===== src/rtl/process_scheduler_pkg.sv =====
// Shared types and defaults for the chip process scheduler.
// Holds the FSM state enum and a helper that sizes the process index.
package chip_pkg;

  typedef enum logic [1:0] {
    IDLE = 2'd0,
    INIT = 2'd1,
    RUN  = 2'd2,
    DONE = 2'd3
  } sched_state_t;

  localparam int DEFAULT_PROCESSES  = 4;
  localparam int DEFAULT_STEP_WIDTH = 32;

  // Index width never drops below one bit, even for a single process.
  function automatic int idx_width(input int p);
    return (p > 1) ? $clog2(p) : 1;
  endfunction

endpackage


===== src/rtl/process_scheduler_if.sv =====
// Control/observe bundle between the chip top level and the process scheduler.
// start is a level, not a valid/ready handshake: it is acted on only while the
// scheduler sits in IDLE or DONE, and ignored otherwise; no ready is returned.
interface process_scheduler_if #(
    parameter int PROCESSES  = chip_pkg::DEFAULT_PROCESSES,
    parameter int STEP_WIDTH = chip_pkg::DEFAULT_STEP_WIDTH,
    parameter int IDX_WIDTH  = chip_pkg::idx_width(PROCESSES)
);

    logic                   start;
    logic [STEP_WIDTH-1:0]  maxSteps;
    logic [PROCESSES-1:0]   stopped;

    logic                   initAll;
    logic [PROCESSES-1:0]   grant;
    logic [IDX_WIDTH-1:0]   current;
    logic                   stepDone;
    logic [STEP_WIDTH-1:0]  step;
    logic                   running;
    logic                   done;
    logic                   timeout;
    chip_pkg::sched_state_t state;

    modport master (
        output start, maxSteps, stopped,
        input  initAll, grant, current, stepDone, step, running, done, timeout, state
    );

    modport slave (
        input  start, maxSteps, stopped,
        output initAll, grant, current, stepDone, step, running, done, timeout, state
    );

endinterface


===== src/rtl/process_scheduler_next_live_finder.sv =====
// Masked priority encoder: lowest live process at or after the search origin,
// plus whether any live process remains above the one it picked.
module next_live_finder #(
    parameter int PROCESSES = 4,
    parameter int IDX_WIDTH = 2
) (
    input  logic [PROCESSES-1:0] stopped,
    input  logic [IDX_WIDTH-1:0] current,
    input  logic                 atBoundary,
    output logic                 found,
    output logic [IDX_WIDTH-1:0] index,
    output logic                 isLast
);

    always_comb begin
        found  = 1'b0;
        index  = '0;
        isLast = 1'b1;
        // Scan downward so the lowest eligible index is the one left standing.
        for (int i = PROCESSES - 1; i >= 0; i--) begin
            if (!stopped[i] && (atBoundary || (IDX_WIDTH'(i) > current))) begin
                found = 1'b1;
                index = IDX_WIDTH'(i);
            end
        end
        for (int j = 0; j < PROCESSES; j++) begin
            if (!stopped[j] && (IDX_WIDTH'(j) > index)) begin
                isLast = 1'b0;
            end
        end
    end

endmodule


===== src/rtl/process_scheduler.sv =====
// Steps every live process once per step in ascending index order, one grant per
// cycle, and halts when all processes stop or the step budget runs out.
module process_scheduler
    import chip_pkg::*;
#(
    parameter int PROCESSES  = DEFAULT_PROCESSES,
    parameter int STEP_WIDTH = DEFAULT_STEP_WIDTH,
    parameter int IDX_WIDTH  = idx_width(PROCESSES)
) (
    input logic               clock,
    input logic               reset_n,
    process_scheduler_if.slave bus
);

    sched_state_t           state_q, state_d;
    logic [PROCESSES-1:0]   grant_q, grant_d;
    logic [IDX_WIDTH-1:0]   current_q, current_d;
    logic                   step_done_q, step_done_d;
    logic                   init_q, init_d;
    logic [STEP_WIDTH-1:0]  step_q, step_d;
    logic [STEP_WIDTH-1:0]  max_q, max_d;
    logic                   done_q, done_d;
    logic                   timeout_q, timeout_d;
    logic                   running_q, running_d;

    logic                   boundary;
    logic                   found;
    logic [IDX_WIDTH-1:0]   found_idx;
    logic                   is_last;
    logic [STEP_WIDTH-1:0]  step_sat_inc;

    // Outputs are registered, so every decision here picks next cycle's grant.
    // The cycle after INIT or after a stepDone is where a new step is decided.
    assign boundary     = (state_q == INIT) || step_done_q;
    assign step_sat_inc = (&step_q) ? step_q : step_q + 1'b1;

    next_live_finder #(
        .PROCESSES (PROCESSES),
        .IDX_WIDTH (IDX_WIDTH)
    ) u_finder (
        .stopped    (bus.stopped),
        .current    (current_q),
        .atBoundary (boundary),
        .found      (found),
        .index      (found_idx),
        .isLast     (is_last)
    );

    always_comb begin
        state_d     = state_q;
        grant_d     = '0;
        current_d   = current_q;
        step_done_d = 1'b0;
        init_d      = 1'b0;
        step_d      = step_q;
        max_d       = max_q;
        done_d      = done_q;
        timeout_d   = timeout_q;

        if ((state_q == RUN) && step_done_q) begin
            step_d = step_sat_inc;
        end

        case (state_q)
            IDLE, DONE: begin
                if (bus.start) begin
                    state_d   = INIT;
                    init_d    = 1'b1;
                    step_d    = '0;
                    done_d    = 1'b0;
                    timeout_d = 1'b0;
                    max_d     = bus.maxSteps;
                end
            end
            INIT, RUN: begin
                state_d = RUN;
                // step_d already includes the increment owed by a stepDone this cycle.
                if (boundary && (&bus.stopped)) begin
                    state_d = DONE;
                    done_d  = 1'b1;
                end else if (boundary && (step_d == max_q)) begin
                    state_d   = DONE;
                    timeout_d = 1'b1;
                end else if (found) begin
                    grant_d[found_idx] = 1'b1;
                    current_d          = found_idx;
                    step_done_d        = is_last;
                end else begin
                    // Every higher process stopped mid-step: close the step without a grant.
                    step_done_d = 1'b1;
                end
            end
            default: state_d = IDLE;
        endcase

        running_d = (state_d == INIT) || (state_d == RUN);
    end

    always_ff @(posedge clock) begin
        if (!reset_n) begin
            state_q     <= IDLE;
            grant_q     <= '0;
            current_q   <= '0;
            step_done_q <= 1'b0;
            init_q      <= 1'b0;
            step_q      <= '0;
            max_q       <= '0;
            done_q      <= 1'b0;
            timeout_q   <= 1'b0;
            running_q   <= 1'b0;
        end else begin
            state_q     <= state_d;
            grant_q     <= grant_d;
            current_q   <= current_d;
            step_done_q <= step_done_d;
            init_q      <= init_d;
            step_q      <= step_d;
            max_q       <= max_d;
            done_q      <= done_d;
            timeout_q   <= timeout_d;
            running_q   <= running_d;
        end
    end

    assign bus.initAll  = init_q;
    assign bus.grant    = grant_q;
    assign bus.current  = current_q;
    assign bus.stepDone = step_done_q;
    assign bus.step     = step_q;
    assign bus.running  = running_q;
    assign bus.done     = done_q;
    assign bus.timeout  = timeout_q;
    assign bus.state    = state_q;

endmodule

===== src/flat_wrapper.sv =====
// flat-port wrapper written by rule: the top's interface ports become plain ports
module process_scheduler_flat import chip_pkg::*;
#(
    parameter int PROCESSES  = DEFAULT_PROCESSES,
    parameter int STEP_WIDTH = DEFAULT_STEP_WIDTH,
    parameter int IDX_WIDTH  = idx_width(PROCESSES)
)
  (clock, reset_n, bus_start, bus_maxSteps, bus_stopped, bus_initAll, bus_grant, bus_current, bus_stepDone, bus_step, bus_running, bus_done, bus_timeout, bus_state);
  process_scheduler_if #(.PROCESSES(PROCESSES), .STEP_WIDTH(STEP_WIDTH), .IDX_WIDTH(IDX_WIDTH)) bus_i ();
  input logic clock;
  input logic reset_n;
  input wire logic [$bits(bus_i.start)-1:0] bus_start;
  input wire logic [$bits(bus_i.maxSteps)-1:0] bus_maxSteps;
  input wire logic [$bits(bus_i.stopped)-1:0] bus_stopped;
  output wire logic [$bits(bus_i.initAll)-1:0] bus_initAll;
  output wire logic [$bits(bus_i.grant)-1:0] bus_grant;
  output wire logic [$bits(bus_i.current)-1:0] bus_current;
  output wire logic [$bits(bus_i.stepDone)-1:0] bus_stepDone;
  output wire logic [$bits(bus_i.step)-1:0] bus_step;
  output wire logic [$bits(bus_i.running)-1:0] bus_running;
  output wire logic [$bits(bus_i.done)-1:0] bus_done;
  output wire logic [$bits(bus_i.timeout)-1:0] bus_timeout;
  output wire logic [$bits(bus_i.state)-1:0] bus_state;
  assign bus_i.start = bus_start;
  assign bus_i.maxSteps = bus_maxSteps;
  assign bus_i.stopped = bus_stopped;
  assign bus_initAll = bus_i.initAll;
  assign bus_grant = bus_i.grant;
  assign bus_current = bus_i.current;
  assign bus_stepDone = bus_i.stepDone;
  assign bus_step = bus_i.step;
  assign bus_running = bus_i.running;
  assign bus_done = bus_i.done;
  assign bus_timeout = bus_i.timeout;
  assign bus_state = bus_i.state;
  process_scheduler #(.PROCESSES(PROCESSES), .STEP_WIDTH(STEP_WIDTH), .IDX_WIDTH(IDX_WIDTH)) u_core (.clock(clock), .reset_n(reset_n), .bus(bus_i));
endmodule

===== config.mk =====
export PLATFORM = sky130hd
export DESIGN_NAME = process_scheduler_flat
export DESIGN_NICKNAME = d
export VERILOG_FILES = /design/src/rtl/process_scheduler_pkg.sv /design/src/rtl/process_scheduler_if.sv /design/src/rtl/process_scheduler_next_live_finder.sv /design/src/rtl/process_scheduler.sv /design/src/flat_wrapper.sv
export SDC_FILE = /design/constraint.sdc
export NUM_CORES = 1
export LEC_CHECK = 0
export ABC_AREA = 1
export BUFFER_PORTS_ARGS = -buffer_cell sky130_fd_sc_hd__buf_2
export CAP_MARGIN = 20
export CORE_MARGIN = 1
export CORE_UTILIZATION = 50
export DETAILED_ROUTE_END_ITERATION = 12
export PLACE_DENSITY = 0.76
export SYNTH_ARGS = -nofsm -noshare
export SYNTH_HDL_FRONTEND = slang
export SYNTH_HIERARCHICAL = 1
export SYNTH_SLANG_ARGS = --single-unit

===== constraint.sdc =====
create_clock -name clock -period 2.15 [get_ports clock]
set_clock_uncertainty 0.1 [all_clocks]
set_input_delay 0.43 -clock clock [delete_from_list [all_inputs] [get_ports clock]]
set_output_delay 0.43 -clock clock [all_outputs]
set_load 0.01 [all_outputs]

Yosys cells after proc, flatten, opt, wreduce, memory -nomap -nowiden --
Index checks and enable logic that the tools add are counted. W data, S select, Z words.
Storage, ports and cells: register bits after elaboration 77, output and inout bits 45, word-level logic and storage cells 100, input port bits 39
Operators by class: equal/unequal tests 10, mux-type cells 30, reductions and logical operators 34, bitwise operators 5, add/sub/neg operators 1, magnitude comparators 10
Operator list (count):
- $mux W32 | 4
- $add A32 B1 Y32 const B | 1
- $eq A32 B32 Y1 | 1
- $reduce_and A32 Y1 | 1
- $mux W1 | 16
- $logic_and A1 B1 Y1 | 12
- $mux W2 | 6
- $gt A1 B2 Y1 const A | 4
- $gt A2 B2 Y1 const A | 4
- $reduce_and A4 Y1 | 2
- $eq A2 B2 Y1 const B | 3
- $logic_or A1 B1 Y1 | 6
- $reduce_and A2 Y1 | 3
- $not A1 Y1 | 5
- $reduce_or A5 Y1 | 1
- $eq A2 B1 Y1 const B | 2
- $logic_not A1 Y1 | 4
- $ne A2 B1 Y1 const B | 2
- $ne A2 B2 Y1 const B | 2
- $pmux W1 S2 | 2
- $pmux W2 S2 | 1
- $reduce_or A2 Y1 | 2
- $reduce_or A4 Y1 | 1
- $lt A2 B3 Y1 const B | 1
- other kinds (4) | 4

Depth between registers and ports, before layout --
word-level depth 15, depth in mapped cells 22

By module --
Netlist, hierarchy kept.
By module, submodules not included:
- process_scheduler | seq. area each 1541.5 um2, times used 1, area an instance 4563.1 um2, cells an instance 751
- next_live_finder | seq. area each 0.0 um2, times used 1, area an instance 125.1 um2, cells an instance 28

Worst setup path before layout --
OpenSTA, ideal clock, no wires.
path type register to register, start point reg u_core.state_q[0], in the netlist u_core/bus.state[0], end point reg u_core.current_q[1], in the netlist u_core/bus.current[1], data required time 1.937 ns, path slack -0.260 ns, data arrival time 2.197 ns, setup time 0.113 ns, stages on the path, launching flop included 19, path buffers 1, cells stage by stage dfxtp_1 > inv_1 > ha_1 > nand2_2 > inv_2 > clkbuf_1 > or2_2 > nand2_1 > nand2_1 > nand2_1 > nand2_1 > nor2_1 > nand2_1 > nor2_1 > nand4_1 > nand3_2 > nand2_1 > nand2_1 > nor2_1
On the way: longest elaborated chain between the ends 9
Ends and longest elaborated chain:
- start, declared | RTL line process_scheduler.sv:15 | sched_state_t state_q, state_d;
- start signal, assigned | RTL line process_scheduler.sv:112 | state_q <= state_d;
- $eq A2 B1 Y1 | RTL line process_scheduler.sv:34, process_scheduler.sv:64
- $logic_or A1 B1 Y1 | RTL line process_scheduler.sv:34 | assign boundary = (state_q == INIT) || step_done_q;
- $logic_or A1 B1 Y1 | RTL line process_scheduler_next_live_finder.sv:21 | if (!stopped[i] && (atBoundary || (IDX_WIDTH'(i) > current))) begin
- $logic_and A1 B1 Y1 | RTL line process_scheduler_next_live_finder.sv:21
- $mux W1 (4 in series) | RTL line process_scheduler_next_live_finder.sv:21
- $reduce_and A4 Y1 (no source line)
- end signal, assigned | RTL line process_scheduler.sv:114 | current_q <= current_d;
- end, declared | RTL line process_scheduler.sv:17 | logic [IDX_WIDTH-1:0] current_q, current_d;
Parallel ways exist; a longest one is shown, timed or not. A chain may end at the register's enable or synchronous reset.

Worst setup path after layout --
start point reg u_core.step_q[1], in the netlist u_core/bus.step[1], end point reg u_core.current_q[1], in the netlist u_core/bus.current[1]
On the way: longest elaborated chain between the ends 7
Ends and longest elaborated chain:
- start, declared | RTL line process_scheduler.sv:20 | logic [STEP_WIDTH-1:0] step_q, step_d;
- start signal, assigned | RTL line process_scheduler.sv:117 | step_q <= step_d;
- $add A32 B1 Y32 / $reduce_and A32 Y1 (equally long branches) | RTL line process_scheduler.sv:35 | assign step_sat_inc = (&step_q) ? step_q : step_q + 1'b1;
- $mux W32 | RTL line process_scheduler.sv:35
- $mux W32 * | RTL line process_scheduler.sv:60 | if ((state_q == RUN) && step_done_q) begin
- $eq A32 B32 Y1 * | RTL line process_scheduler.sv:81 | end else if (boundary && (step_d == max_q)) begin
- $logic_and A1 B1 Y1 * | RTL line process_scheduler.sv:81
- $not A1 Y1 (no source line) *
- $reduce_and A4 Y1 (no source line) *
Every way passes the cells marked *; elsewhere a longest branch is shown, timed or not.

==> qor.txt <==
================================================================================
Non-Filler Cell Area, Final                                            6840 um^2
Adder-cell area share of the yosys netlist                                0.801%
Total global routing overflow                                                  0
Clock power share                                                          24.1%
Routed Wire Length                                                       15.6 mm
Die Y-Extent                                                             98.8 um
Area of the core                                                       8890 um^2
Distinct cells, synth                                                         31
Endpoint of the worst hold-timing path                              u_core/max_q[21]
Arrival time reported for the critical path endpoint                     2860 ps
Highest fanout seen on the critical path                                       7
Synthesized cell area                                                  4690 um^2
Run status                                                          finished, violations left
Endpoint type of the worst setup path                                       flop
Number of failing setup endpoints in the final timing report                  11
Main combinational cell family by area after synthesis              simple AND/OR/NAND/NOR gates
Power density cells                                                  734 nW/um^2
Detailed-routed wire length on met2                                      7.65 mm
Power Internal                                                           3.06 mW
Setup CP Type                                                            reg2reg
Area share of and/or/nand/nor cells after synthesis                        48.0%
Critical hold path startpoint                                       bus_maxSteps[21]
Top cells by area, synth                                            sky130_fd_sc_hd__dfxtp_1 (33%), sky130_fd_sc_hd__nand2_1 (21%), sky130_fd_sc_hd__nand3_1 (8.6%), sky130_fd_sc_hd__nor2_1 (8.4%), sky130_fd_sc_hd__inv_1 (8.0%)
Total vias in the final route                                               5830
Via-to-Cell Ratio                                                           5.23
Antenna-violating nets left                                                    0
Yosys reg bits                                                                77
Startpoint of the worst-slack reg-to-reg timing path                u_core/bus.step[1]
Syn_area_per_cell                                                      6.02 um^2
Length of the first detailed-routing pass in iterations                        5
I/O Pins                                                                      84
Share of the synthesized netlist area taken by xor and xnor gates          1.79%
Final GP Congestion                                                        0.933
Clock tree from TritonCTS                                                   done
Maximum clock path buffer count                                                2
Mux cell area share after synthesis                                           0%
Insertion delay to the later sink of the worst-skew pair                  370 ps
Effective utilization at floorplan                                         52.7%
Nature of the critical path startpoint                                      flop
Overall die width                                                        98.8 um
Clk pin slew, worst setup/hold paths                                       90 ps
Area added between synthesis and finish                                    45.9%
Switching power                                                          1.97 mW
Synth Area in Compound Gates                                               5.60%
Count of flip-flops with a built-in enable after synthesis                     0
Total met3 wirelength after detailed routing                             1.02 mm
Final critical delay including setup and external delays                 2700 ps
Post-detail-place hpwl                                                   11.4 mm
Top cells by instance count after synthesis                         sky130_fd_sc_hd__nand2_1 (257), sky130_fd_sc_hd__nor2_1 (105), sky130_fd_sc_hd__inv_1 (100)
Synth async-reset ratio                                                       0%
Final clock period utilization by the worst path                            125%
Maxcap violations                                                              0
Cell chosen for the clock root                                      sky130_fd_sc_hd__clkbuf_8
Port buffer count                                                             83
Setup slack of the critical path after layout                            -547 ps
Antenna Diode Count                                                            0
Pin count of the biggest net entering global routing                          68
Met1 layer wirelength in the final routing                               6.44 mm
Setup repair after global routing missed its margin                          yes
Cell count after synthesis                                                   779
CTS H-Tree Depth                                                               3
Achievable frequency                                                     371 MHz
Worst supply voltage drop on vdd                                         1430 uV
Final routed DRC violation total                                               0
Most instantiated library cell after synthesis                      sky130_fd_sc_hd__nand2_1
Cell leakage power                                                       3.34 nW
Nets                                                                        1045
Layout cell share with drive strength beyond 1                             36.9%
Headroom to the max-slew limit                                             70.5%
Placed inst area                                                       6200 um^2
Top layer reached by signal wires                                           met4
Fraction of the yosys area taken by sequential cells                       32.9%
Transition at the pin with the smallest max-transition slack              438 ps
Total number of clock tree sinks                                              77
Cell taking the most area after synthesis                           sky130_fd_sc_hd__dfxtp_1
Fillers                                                                      698
Sum Neg Setup Slack                                                     -4940 ps
Share of total power in combinational logic                                40.2%
Setup slack of the most critical reg-to-reg path                         -550 ps
Sequential cell fraction of total power                                    35.6%
Number of hold-slack violations in the final timing report                     0
Cell Rows                                                                     34
Primary flip-flop cell chosen by synthesis mapping                  sky130_fd_sc_hd__dfxtp_1
All-layer global routing usage                                             31.9%
Global-route wire length before repair                                   24.7 mm
Routed length per placed instance                                        14.0 um
Number of cells on the worst hold path                                         3
Class of the tightest hold or removal check                               in2reg
Pins Over Slew Limit                                                           0
DRC violation total after the first TritonRoute iteration                    347
Failing checks                                                      negative setup slack
Area share of the largest cell type after synthesis                        32.9%
Total Die Area                                                         9770 um^2
Total CTS buffers                                                              9
Initial antenna violation count                                                0
Total nets after synthesis                                                   821
Via count of the first global-routing pass                                  5514
Destination of the worst register-to-register timing path           u_core/bus.current[1]
Fraction of power spent switching nets                                     39.2%
Number of warnings issued by yosys                                             6
Worst reg2reg path depth                                                      20
Worst path required time                                                 2310 ps
================================================================================
-- critical path, cell delays in order, from the launching register on --
cell and delay (ps):
sky130_fd_sc_hd__dfxtp_4 370, sky130_fd_sc_hd__ha_4 160, sky130_fd_sc_hd__inv_4 40, sky130_fd_sc_hd__nor2_4 120
sky130_fd_sc_hd__nand2_4 90, sky130_fd_sc_hd__nor2_4 110, sky130_fd_sc_hd__buf_6 110, sky130_fd_sc_hd__nand3_4 130
sky130_fd_sc_hd__buf_12 180, sky130_fd_sc_hd__nand3_1 80, sky130_fd_sc_hd__nand2_2 70, sky130_fd_sc_hd__nand3_1 100
sky130_fd_sc_hd__nand2_2 90, sky130_fd_sc_hd__nor2_1 100, sky130_fd_sc_hd__nand2_1 80, sky130_fd_sc_hd__nor2_2 170
sky130_fd_sc_hd__nand4_1 160, sky130_fd_sc_hd__nand3_2 150, sky130_fd_sc_hd__nand2_1 80, sky130_fd_sc_hd__nand2_1 70
sky130_fd_sc_hd__nor2_1 40
-- routing by layer --
metal  vias up  GRT usage, %
met5         -             0
met4         0          11.7
met3        49          7.16
met2       209          56.1
met1      2678          38.0
li1       2894             -
-- layout make-up --
type	count	area, um^2	share of cell area, %
Multi-Input combinational cell	574	2890	42.2
Timing Repair Buffer	230	1600	23.4
Sequential cell	77	1580	23.1
Inverter	111	422	6.17
Tap cell	108	135	1.98
Clock buffer	9	124	1.81
Clock inverter	6	87.6	1.28
-- cell families (layout without fill, tap and decap cells) --
family / count (synthesis) / after routing
AND/OR/NAND/NOR: 512 / 512
flip-flops: 77 / 77
AO/OA/AOI/OAI: 51 / 51
XOR/XNOR: 8 / 8
adder cells (fa/ha/maj): 3 / 3
buffers and inverters: 128 / 356
-- cells in the final DEF, fill, tap and decap left out, types with 2 or more instances in the layout --
cell type                     n
sky130_fd_sc_hd__a21oi_1     11
sky130_fd_sc_hd__buf_12       2
sky130_fd_sc_hd__buf_2       83
sky130_fd_sc_hd__buf_4      134
sky130_fd_sc_hd__buf_6       10
sky130_fd_sc_hd__bufinv_16    2
sky130_fd_sc_hd__clkbuf_8     9
sky130_fd_sc_hd__clkinv_1     3
sky130_fd_sc_hd__clkinv_2     2
sky130_fd_sc_hd__dfxtp_1     52
sky130_fd_sc_hd__dfxtp_2     22
sky130_fd_sc_hd__dfxtp_4      3
sky130_fd_sc_hd__inv_1       98
sky130_fd_sc_hd__inv_2        8
sky130_fd_sc_hd__inv_4        2
sky130_fd_sc_hd__nand2_1    238
sky130_fd_sc_hd__nand2_2     26
sky130_fd_sc_hd__nand2_4      3
sky130_fd_sc_hd__nand3_1     68
sky130_fd_sc_hd__nand3_2     17
sky130_fd_sc_hd__nand3_4      3
sky130_fd_sc_hd__nand3b_2     2
sky130_fd_sc_hd__nand4_1     25
sky130_fd_sc_hd__nor2_1      83
sky130_fd_sc_hd__nor2_2      25
sky130_fd_sc_hd__nor2_4       7
sky130_fd_sc_hd__nor3_1       6
sky130_fd_sc_hd__nor3_2       2
sky130_fd_sc_hd__o211ai_1     2
sky130_fd_sc_hd__o21ai_0     36
sky130_fd_sc_hd__or2_4        3
sky130_fd_sc_hd__xor2_1       6
-- power by group through the flow --
stage / Clock, mW / Sequential [mW] / Combinational, mW
final: 1.21 / 1.79 / 2.02
after global routing: 1.30 / 1.81 / 2.24
after CTS: 1.23 / 1.79 / 1.89
after detailed placement: 0 / 1.81 / 1.86
after global placement: 0 / 1.81 / 1.80
after floorplan: 0 / 1.84 / 1.19
-- stage by stage --
| step | power, mW | utilization, % | hold slack, ps | worst slack (ps) | instances |
|---|---|---|---|---|---|
| finish | 5.02 | 76.9 | 158 | -547 | 1115 |
| global route | 5.35 | 76.9 | 157 | -737 | 1115 |
| CTS | 4.90 | 74.4 | 149 | -438 | 1107 |
| detailed placement | 3.67 | 69.7 | 364 | -581 | 1077 |
| global placement | 3.61 | 69.7 | 339 | -508 | 1077 |
| floorplan | 3.02 | - | 366 | -14.2 | 779 |
-- worst max-delay path by stage --
stage                   startpoint               endpoint  slack [ps]  cells past startpoint
6_report        u_core/bus.step[1]  u_core/bus.current[1]        -550                     20
5_1_grt         u_core/bus.step[1]     u_core/bus.running        -740                     21
4_1_cts         u_core/bus.step[1]  u_core/bus.current[1]        -440                     22
3_5_place_dp    u_core/bus.step[1]  u_core/bus.current[1]        -580                     19
3_3_place_gp   u_core/bus.state[0]  u_core/bus.current[0]        -510                     18
2_1_floorplan   u_core/bus.step[1]  u_core/bus.current[1]         -10                     21
-- registers in the layout, indices dropped and copies added (netlist names) --
register / count
u_core/bus.grant: 4
u_core/bus.current: 2
u_core/bus.initAll: 1
u_core/max_q: 32
u_core/bus.running: 1
u_core/bus.stepDone: 1
u_core/bus.step: 32
u_core/bus.timeout: 1
u_core/bus.done: 1
u_core/bus.state: 2
-- timing repair --
action	CTS	global route
pin swaps	10	19
buffers inserted	14	8
gates cloned	1	0
gates resized for setup	23	48
endpoints found under the setup margin	10	11
hold buffers	0	0
Note: power is estimated with default switching activity, not from simulation.
